===== src/rtl/c17_bist_pkg.sv =====
// rtl/c17_bist_pkg.sv - shared types, widths, tap positions and MISR step for the c17 BIST harness
package c17_bist_pkg;

  typedef enum logic [1:0] {IDLE, RUN, DONE} state_t;

  localparam int LFSR_W = 5;
  localparam int MISR_W = 16;

  localparam int LFSR_TAP_A = 4;
  localparam int LFSR_TAP_B = 2;

  localparam int MISR_TAP_A = 15;
  localparam int MISR_TAP_B = 14;
  localparam int MISR_TAP_C = 12;
  localparam int MISR_TAP_D = 3;

  function automatic logic [MISR_W-1:0] misr_next(input logic [MISR_W-1:0] sig, input logic resp);
    return {sig[MISR_W-2:0],
            sig[MISR_TAP_A] ^ sig[MISR_TAP_B] ^ sig[MISR_TAP_C] ^ sig[MISR_TAP_D] ^ resp};
  endfunction

endpackage


===== src/rtl/bist_lfsr.sv =====
// rtl/bist_lfsr.sv - 5-bit Fibonacci LFSR (x^5+x^3+1) with load and enable
module bist_lfsr
  import c17_bist_pkg::*;
#(
  parameter logic [LFSR_W-1:0] SEED = 5'h01
) (
  input  logic              clk,
  input  logic              rst,
  input  logic              load,
  input  logic              enable,
  output logic [LFSR_W-1:0] value
);

  // Load wins over enable so a run always starts from a known non-zero state.
  always_ff @(posedge clk) begin
    if (rst || load) begin
      value <= SEED;
    end else if (enable) begin
      value <= {value[LFSR_W-2:0], value[LFSR_TAP_A] ^ value[LFSR_TAP_B]};
    end
  end

endmodule


===== src/rtl/c17_bist.sv =====
// rtl/c17_bist.sv - LFSR stimulus generator, MISR response compactor and run FSM around c17
module c17_bist
  import c17_bist_pkg::*;
#(
  parameter int                NUM_PATTERNS = 31,
  parameter logic [LFSR_W-1:0] SEED         = 5'h01,
  parameter logic [MISR_W-1:0] GOLDEN       = 16'h0000
) (
  input  logic              clk,
  input  logic              rst,
  input  logic              start,
  output logic [LFSR_W-1:0] pattern,
  input  logic              resp,
  output logic              busy,
  output logic              done,
  output logic              pass,
  output logic [4:0]        count,
  output logic [MISR_W-1:0] signature
);

  state_t            state;
  logic              last_capture;
  logic              lfsr_load;
  logic              lfsr_en;
  logic [MISR_W-1:0] sig_next;

  assign sig_next     = misr_next(signature, resp);
  assign last_capture = (count == 5'(NUM_PATTERNS - 1));

  // The generator is reseeded both on run entry and on the final capture,
  // so DONE presents SEED while the result is held.
  assign lfsr_load = ((state != RUN) && start) || ((state == RUN) && last_capture);
  assign lfsr_en   = (state == RUN);

  bist_lfsr #(
    .SEED (SEED)
  ) u_lfsr (
    .clk    (clk),
    .rst    (rst),
    .load   (lfsr_load),
    .enable (lfsr_en),
    .value  (pattern)
  );

  always_ff @(posedge clk) begin
    if (rst) begin
      state     <= IDLE;
      busy      <= 1'b0;
      done      <= 1'b0;
      pass      <= 1'b0;
      count     <= 5'd0;
      signature <= '0;
    end else begin
      case (state)
        IDLE, DONE: begin
          if (start) begin
            state     <= RUN;
            busy      <= 1'b1;
            done      <= 1'b0;
            pass      <= 1'b0;
            count     <= 5'd0;
            signature <= '0;
          end
        end
        RUN: begin
          signature <= sig_next;
          count     <= count + 5'd1;
          if (last_capture) begin
            state <= DONE;
            busy  <= 1'b0;
            done  <= 1'b1;
            pass  <= (sig_next == GOLDEN);
          end
        end
        default: begin
          state <= IDLE;
          busy  <= 1'b0;
          done  <= 1'b0;
          pass  <= 1'b0;
        end
      endcase
    end
  end

endmodule


===== config.mk =====
export PLATFORM = sky130hd
export DESIGN_NAME = c17_bist
export DESIGN_NICKNAME = d
export VERILOG_FILES = /design/src/rtl/c17_bist_pkg.sv /design/src/rtl/bist_lfsr.sv /design/src/rtl/c17_bist.sv
export SDC_FILE = /design/constraint.sdc
export NUM_CORES = 1
export LEC_CHECK = 0
export BUFFER_PORTS_ARGS = -buffer_cell sky130_fd_sc_hd__buf_2
export CAP_MARGIN = 15
export CORE_ASPECT_RATIO = 0.5
export CORE_UTILIZATION = 30
export CTS_CLUSTER_SIZE = 40
export DETAILED_ROUTE_END_ITERATION = 10
export PLACE_DENSITY = 0.55
export SLEW_MARGIN = 20
export SYNTH_ARGS = -nofsm -noshare
export SYNTH_HDL_FRONTEND = slang
export SYNTH_SLANG_ARGS = --single-unit

===== constraint.sdc =====
create_clock -name clk -period 3.1 [get_ports clk]
set_clock_uncertainty 0.1 [all_clocks]
set_input_delay 0.31 -clock clk [delete_from_list [all_inputs] [get_ports clk]]
set_output_delay 0.31 -clock clk [all_outputs]
set_load 0.005 [all_outputs]

==> impl_metrics.ini, run 1 <==
[clocking]
cts_hold_buf = 0
cts_tree = yes
cts_max_level = 2
clockRootBuffer = clkbuf_8
cts_buffers = 5
path_clk_slew_ns = 0.06
clkLatencyLatePin_ns = 0.27
cts_sinks = 30
cts.path.max_buffers = 2
post_cts_resized = 0
postCtsSetupBuffers = 0

[critical_path]
rr_worst_depth = 3
crit_cells = 3
worstPathMaxFanout = 30
worst-endpoint-required_ns = 3.16
endpoint_kind = flip-flop
slowest_delay_ns = 0.53
arrival_ns = 1.81
cp.buffers_inverters = 0
cp_slowest_cell = nand2b_2
crit_family = simple AND/OR/NAND/NOR gates
cp_cell_sequence = nand2b_2 > nor2_1 > a2111o_1
crit_type = flip-flop to flip-flop
critPathLaunchType = flip-flop

[cells_and_area]
fin_nets = 182
final_layout_size_suffix_gt1_share_pct = 21.6
syn2layout_area_growth_pct = 19.5
design_area_um2 = 1530
fillCellCount = 412
diodes = 0
final_core_util_pct = 38.3

[yosys]
synth.cell_area_um2 = 1280
netlist.area_leader.share_pct = 47.1
synth-async-reset-ratio_pct = 0
synth_edf_count = 0
synthCells = 147
synth_flop_cell = dfxtp_1
synth.largest_area_cell = dfxtp_1
synth_area_leaders = dfxtp_1 47%, a21oi_1 9.4%, nand3_1 7.5%, nand2_1 6.2%, mux2i_1 3.1%
syn_area_per_cell_um2 = 8.68
ys_types = 32
yosysSeqAreaShare_pct = 47.1
synth_seq_cells = 30
synth_nets = 153
synth_warnings = 0

[timing]
fmax_ghz = 0.572
finalSetupTns_ns = 0
finalSetupViolations = 0
final_max_slew_viol_count = 0
rsz0062_at_grt = no
worstMarginPinSlew_ns = 0.866
period_needed_ns = 1.75
relSlewSlack_pct = 42.3
holdWs_ns = 0.254
hold_viol = 0
period_share_pct = 56.4
worst_slack_ns = 1.35

[place]
placed_cell_area_um2 = 1450
numPortBuffers = 32
hpwl_um = 1880
gp_congestion = 0.702
place_ws_ns = 1.34

[floorplan]
start_util_pct = 32.0
die_h_um = 48.1
pin_count = 33
die-area_um2 = 4530
die_w_um = 94.2
rows = 16
design.core.area_um2 = 3980

[grt]
grt_pass1_wl_um = 4220
grt_overflow = 0
antenna_found_initial = 0
grt_usage_pct = 12.6
grt_max_degree = 31
grt_pass1_vias = 879

[hold_path]
hold_depth = 3
hold_class = input port to flip-flop

[route]
viasPerCell = 5.01
wirelength_um = 2880
num_vias = 1152
dr.first_iter.drc_count = 70
drcViolationCount = 0
ant_nets = 0
dr.pass1.iters = 4
wl_per_cell_um = 12.5

[power]
sequentialPowerShare_pct = 53.5
p_switching_mw = 0.182
p_per_area_nw_per_um2 = 490
p_leak_nw = 0.625
clockPowerShare_pct = 38.6
p_int_mw = 0.565
p_sw_share_pct = 24.4
max-vdd-ir-drop_v = 0.000130
comb_power_share_pct = 8.0

[status]
status = finished clean

[flow_run]
drv_cap = 0
-- worst paths after layout --
check / from / to / slack, ns
worst min-delay path: start / busy$_SDFFE_PP0P_ / 0.25
worst max register to register: state[1]$_SDFFE_PP0P_ / u_lfsr.value[0]$_SDFFE_PP1P_ / 1.35
worst max-delay path: state[1]$_SDFFE_PP0P_ / u_lfsr.value[0]$_SDFFE_PP1P_ / 1.35
worst min register to register: pass$_SDFFE_PP0P_ / pass$_SDFFE_PP0P_ / 0.37
-- power groups by stage --
stage,Clock (mW),Sequential [mW],Combinational [mW]
2_1_floorplan,0,0.407,0.0480
3_3_place_gp,0,0.408,0.0588
3_5_place_dp,0,0.408,0.0593
4_1_cts,0.296,0.399,0.0595
5_1_grt,0.310,0.400,0.0659
6_report,0.288,0.399,0.0596
-- synth_stat cells, types with 2 or more instances --
cell type and instances:
inv_1 2, clkbuf_1 3, nor3_1 4, nor2_1 3, o211ai_1 2, a21oi_1 24
buf_2 5, nand2_1 21, nand4_1 2, nor4_1 4, nand2b_1 3, nand3_1 19
xnor2_1 2, or3_1 2, ha_1 2, mux2i_1 4, dfxtp_1 30
-- per-stage QoR --
| step | total power [mW] | instances |
|---|---|---|
| CTS | 0.755 | 230 |
| global route | 0.776 | 230 |
| detailed placement | 0.467 | 223 |
| global placement | 0.466 | 223 |
| finish | 0.747 | 230 |
| floorplan | 0.455 | 147 |
-- layout make-up --
cell class	count	area (um2)	share of cell area [%]
multi-input combinational	105	613	40.2
sequential	30	601	39.4
timing repair buffer	32	160	10.5
clock buffer	7	76.3	5.00
tap	54	67.6	4.43
inverter	2	7.51	0.492
-- flip-flops by register name (all words and copies together), names as in the netlist --
| name | cells |
|---|---|
| busy | 1 |
| count | 5 |
| pass | 1 |
| signature | 16 |
| state | 2 |
| u_lfsr.value | 5 |
-- logic make-up (layout without fill, tap and decap cells) --
| kind of cell | after synthesis | after routing | synth area share [%] |
|---|---|---|---|
| simple gates | 63 | 63 | 24.3 |
| flops | 30 | 30 | 47.1 |
| compound gates | 32 | 32 | 14.8 |
| fa+ha+maj | 2 | 2 | 1.96 |
| xor+xnor | 4 | 4 | 3.82 |
| mux | 4 | 4 | 3.14 |
| buf+inv | 12 | 41 | 4.90 |
-- cell usage in the layout, fill, tap and decap left out, drive strengths merged --
cell	instances
nor2	3
buf	32
a21oi	24
a2111o	1
inv	2
a32o	1
nand3b	1
o32ai	1
o21bai	1
mux2i	4
and2b	1
or3	2
or2	1
nand2	21
a311oi	1
a21o	1
nor4	4
and3	1
dfxtp	30
nand2b	4
clkbuf	7
xor2	1
xnor2	2
ha	2
o211ai	2
nor3	4
xnor3	1
nand3	19
nand4	2
-- per-layer routing --
layer | track usage (%) | vias up | part of all wire [%]
met4 | 6.46 | 0 | 1.7
met2 | 18.0 | 30 | 42
li1 | - | 578 | -
met3 | 4.52 | 7 | 5.3
met1 | 17.1 | 537 | 51
met5 | 0 | - | 0
-- tightest hold or removal path, cell delays in order --
cell and delay [ns]:
buf_2 0.11, o21bai_1 0.06, a21oi_1 0.10
(Power assumes the default switching activity.)
==> run 2, diff against run 1 <==
- ABC_AREA: not set -> 1
- clock period: 3.1 -> 1.8 ns (I/O delays scaled with it)
==> run 2 against run 1 <==
  * Largest cell class is now flip-flops and latches
  * Critical path type unchanged
  * Final cell count increased by 15%
  * Highest routed layer unchanged
  * Clock-buffer cell count unchanged
  * Sequential share of layout area decreased by 1.2 points
  * Register-to-register slack got worse by 1.0 ns
  * Critical path depth increased by 4
==> impl_metrics.ini, run 2 <==
[status]
status = finished clean

[yosys]
synthCells = 172
synth_area_leaders = dfxtp_1 48%, nand2_1 20%, a21oi_1 11%, nor2_1 3.9%, nand3_1 2.4%
yosysSeqAreaShare_pct = 48.0
synth_seq_cells = 30
synth_flop_cell = dfxtp_1
netlist.area_leader.share_pct = 48.0
synthTopCellsByCount = 65 x nand2_1, 30 x dfxtp_1, 28 x a21oi_1
synth.most_common_cell = nand2_1
ys_types = 22
synth_nets = 178
synth_edf_count = 0
synth.cell_area_um2 = 1250
syn_area_per_cell_um2 = 7.27
synth_warnings = 0
synth.largest_area_cell = dfxtp_1
synth-async-reset-ratio_pct = 0

[cells_and_area]
syn2layout_area_growth_pct = 25.8
fin_nets = 216
diodes = 0
largest_reg_flops = 16
final_layout_size_suffix_gt1_share_pct = 22.3
final_core_util_pct = 39.9
final_cell_mix = 65 x nand2_1, 32 x buf_2, 30 x dfxtp_1, 28 x a21oi_1, 13 x nor2_1
design_area_um2 = 1570
largestRegisters = signature: 16 flops, count: 5 flops, u_lfsr.value: 5 flops
multi_input_area_um2 = 578
regMostFlops = signature
final_common_cell = nand2_1
fillCellCount = 409
seq_area_um2 = 601

[floorplan]
design.core.area_um2 = 3940
die_w_um = 93.3
pin_count = 33
die_h_um = 47.6
rows = 16
start_util_pct = 31.7
die-area_um2 = 4440

[hold_path]
hold_depth = 4
hold_path_end = state[1]$_SDFFE_PP0P_
hp-start = start
hold_class = input port to flip-flop

[route]
drcViolationCount = 0
wirelength_um = 2670
num_vias = 1174
wl_per_cell_um = 10.1
dr.first_iter.drc_count = 18
dr.pass1.iters = 4
viasPerCell = 4.43
ant_nets = 0

[clocking]
cts_buffers = 5
cts_max_level = 2
clkLatencyLatePin_ns = 0.28
cts_sinks = 30
cts.path.max_buffers = 2
path_clk_slew_ns = 0.06
clockRootBuffer = clkbuf_8
cts_tree = yes

[timing]
fmax_ghz = 0.674
relSlewSlack_pct = 83.4
period_share_pct = 82.4
finalSetupTns_ns = 0
rsz0062_at_grt = no
hold_viol = 0
worstMarginPinSlew_ns = 0.247
period_needed_ns = 1.48
finalSetupViolations = 0
worst_slack_ns = 0.316
holdWs_ns = 0.165
final_max_slew_viol_count = 0

[critical_path]
worst-endpoint-required_ns = 1.87
cp.buffers_inverters = 1
arrival_ns = 1.55
crit_family = simple AND/OR/NAND/NOR gates
cp_common_cell = nand3_1
critPathLaunchType = flip-flop
worstPathMaxFanout = 6
crit_type = flip-flop to flip-flop
r2r_setup_slack_ns = 0.32
endpoint_kind = flip-flop
rr_worst_depth = 7
cp_cell_sequence = inv_1 > ha_1 > nand3_1 > nor2_1 > nand2_1 > nand3_1 > nand3b_1
slowest_delay_ns = 0.40
cp_slowest_cell = dfxtp_1
rr_endpoint = u_lfsr.value[0]$_SDFFE_PP1P_
r2r_start = count[0]$_SDFFE_PP0P_

[grt]
grt_usage_pct = 12.6
grt_pass1_wl_um = 4040
antenna_found_initial = 0
grt_overflow = 0
grt_pass1_vias = 908
grt_max_degree = 22

[power]
max-vdd-ir-drop_v = 0.000228
p_leak_nw = 0.696
p_sw_share_pct = 24.5
p_int_mw = 1.02
comb_power_share_pct = 8.1
p_switching_mw = 0.331
p_per_area_nw_per_um2 = 859
sequentialPowerShare_pct = 50.8
clockPowerShare_pct = 41.1

[place]
numPortBuffers = 32
place_ws_ns = 0.327
placed_cell_area_um2 = 1470
gp_congestion = 0.837
hpwl_um = 1870

[flow_run]
drv_cap = 0
==> run 2: cell count changes after synthesis, moves of 3 or more <==
cell / change
nor3_1: -4
nor2_1: +10
mux2i_1: -4
inv_1: +5
buf_2: -3
nand2_1: +44
nand3_1: -13
nand2b_1: -3
a21oi_1: +4
nor4_1: -4
==> run 2: logic make-up (layout without fill, tap and decap cells) <==
logic type | count (synthesis) | count (layout) | synth area share (%)
AOI/OAI and AO/OA | 34 | 34 | 14.0
xor gates and xnor gates | 2 | 2 | 1.40
adders and majority gates | 2 | 2 | 2.00
buffers and inverters | 15 | 54 | 5.71
DFF | 30 | 30 | 48.0
and+or+nand+nor | 89 | 89 | 28.8
==> run 2: worst max-delay path by stage <==
stage,start,endpoint,slack (ns),cells after the start
2_1_floorplan,count[0]$_SDFFE_PP0P_,u_lfsr.value[0]$_SDFFE_PP1P_,0.46,7
3_3_place_gp,count[0]$_SDFFE_PP0P_,u_lfsr.value[0]$_SDFFE_PP1P_,0.39,7
3_5_place_dp,count[0]$_SDFFE_PP0P_,u_lfsr.value[0]$_SDFFE_PP1P_,0.33,7
4_1_cts,count[0]$_SDFFE_PP0P_,u_lfsr.value[0]$_SDFFE_PP1P_,0.31,7
5_1_grt,count[0]$_SDFFE_PP0P_,u_lfsr.value[0]$_SDFFE_PP1P_,0.17,7
6_report,count[0]$_SDFFE_PP0P_,u_lfsr.value[0]$_SDFFE_PP1P_,0.32,7
==> run 2: timing repair <==
item	in CTS	in global routing
setup buffers	0	0
hold buffers	1	0
hold endpoints to repair	2	0
resized for setup	0	0
==> run 2: worst reg2reg max path, cell delays in order (launching register included) <==
cell and delay (ns):
dfxtp_1 0.40, inv_1 0.06, ha_1 0.19, nand3_1 0.10
nor2_1 0.05, nand2_1 0.09, nand3_1 0.17, nand3b_1 0.20
==> run 2: power by group through the flow <==
stage / Combinational, mW / Sequential [mW] / Clock, mW
after floorplan: 0.0743 / 0.700 / 0
after global routing: 0.123 / 0.688 / 0.609
after global placement: 0.110 / 0.700 / 0
final: 0.109 / 0.686 / 0.555
after CTS: 0.111 / 0.686 / 0.569
after detailed placement: 0.109 / 0.701 / 0
==> run 2: through the flow <==
step | total power, mW | std cells
finish | 1.35 | 265
global route | 1.42 | 265
CTS | 1.37 | 265
detailed placement | 0.809 | 256
global placement | 0.810 | 256
floorplan | 0.775 | 172
==> run 2: metal layers <==
| metal | global-route usage, % | part of all wire (%) | up-vias |
|---|---|---|---|
| li1 | - | - | 629 |
| met1 | 16.0 | 50 | 514 |
| met2 | 18.2 | 43 | 27 |
| met3 | 5.40 | 5.6 | 4 |
| met4 | 7.38 | 1.2 | 0 |
| met5 | 0 | 0 | - |
==> run 2: cell type report <==
class / instances / area share, %
flip-flops and latches: 30 / 38.2
inverters: 10 / 2.70
multi-input cells: 127 / 36.8
repair buffers: 36 / 12.3
clock inverters: 1 / 0.318
well taps: 54 / 4.30
clock buffers: 7 / 5.49
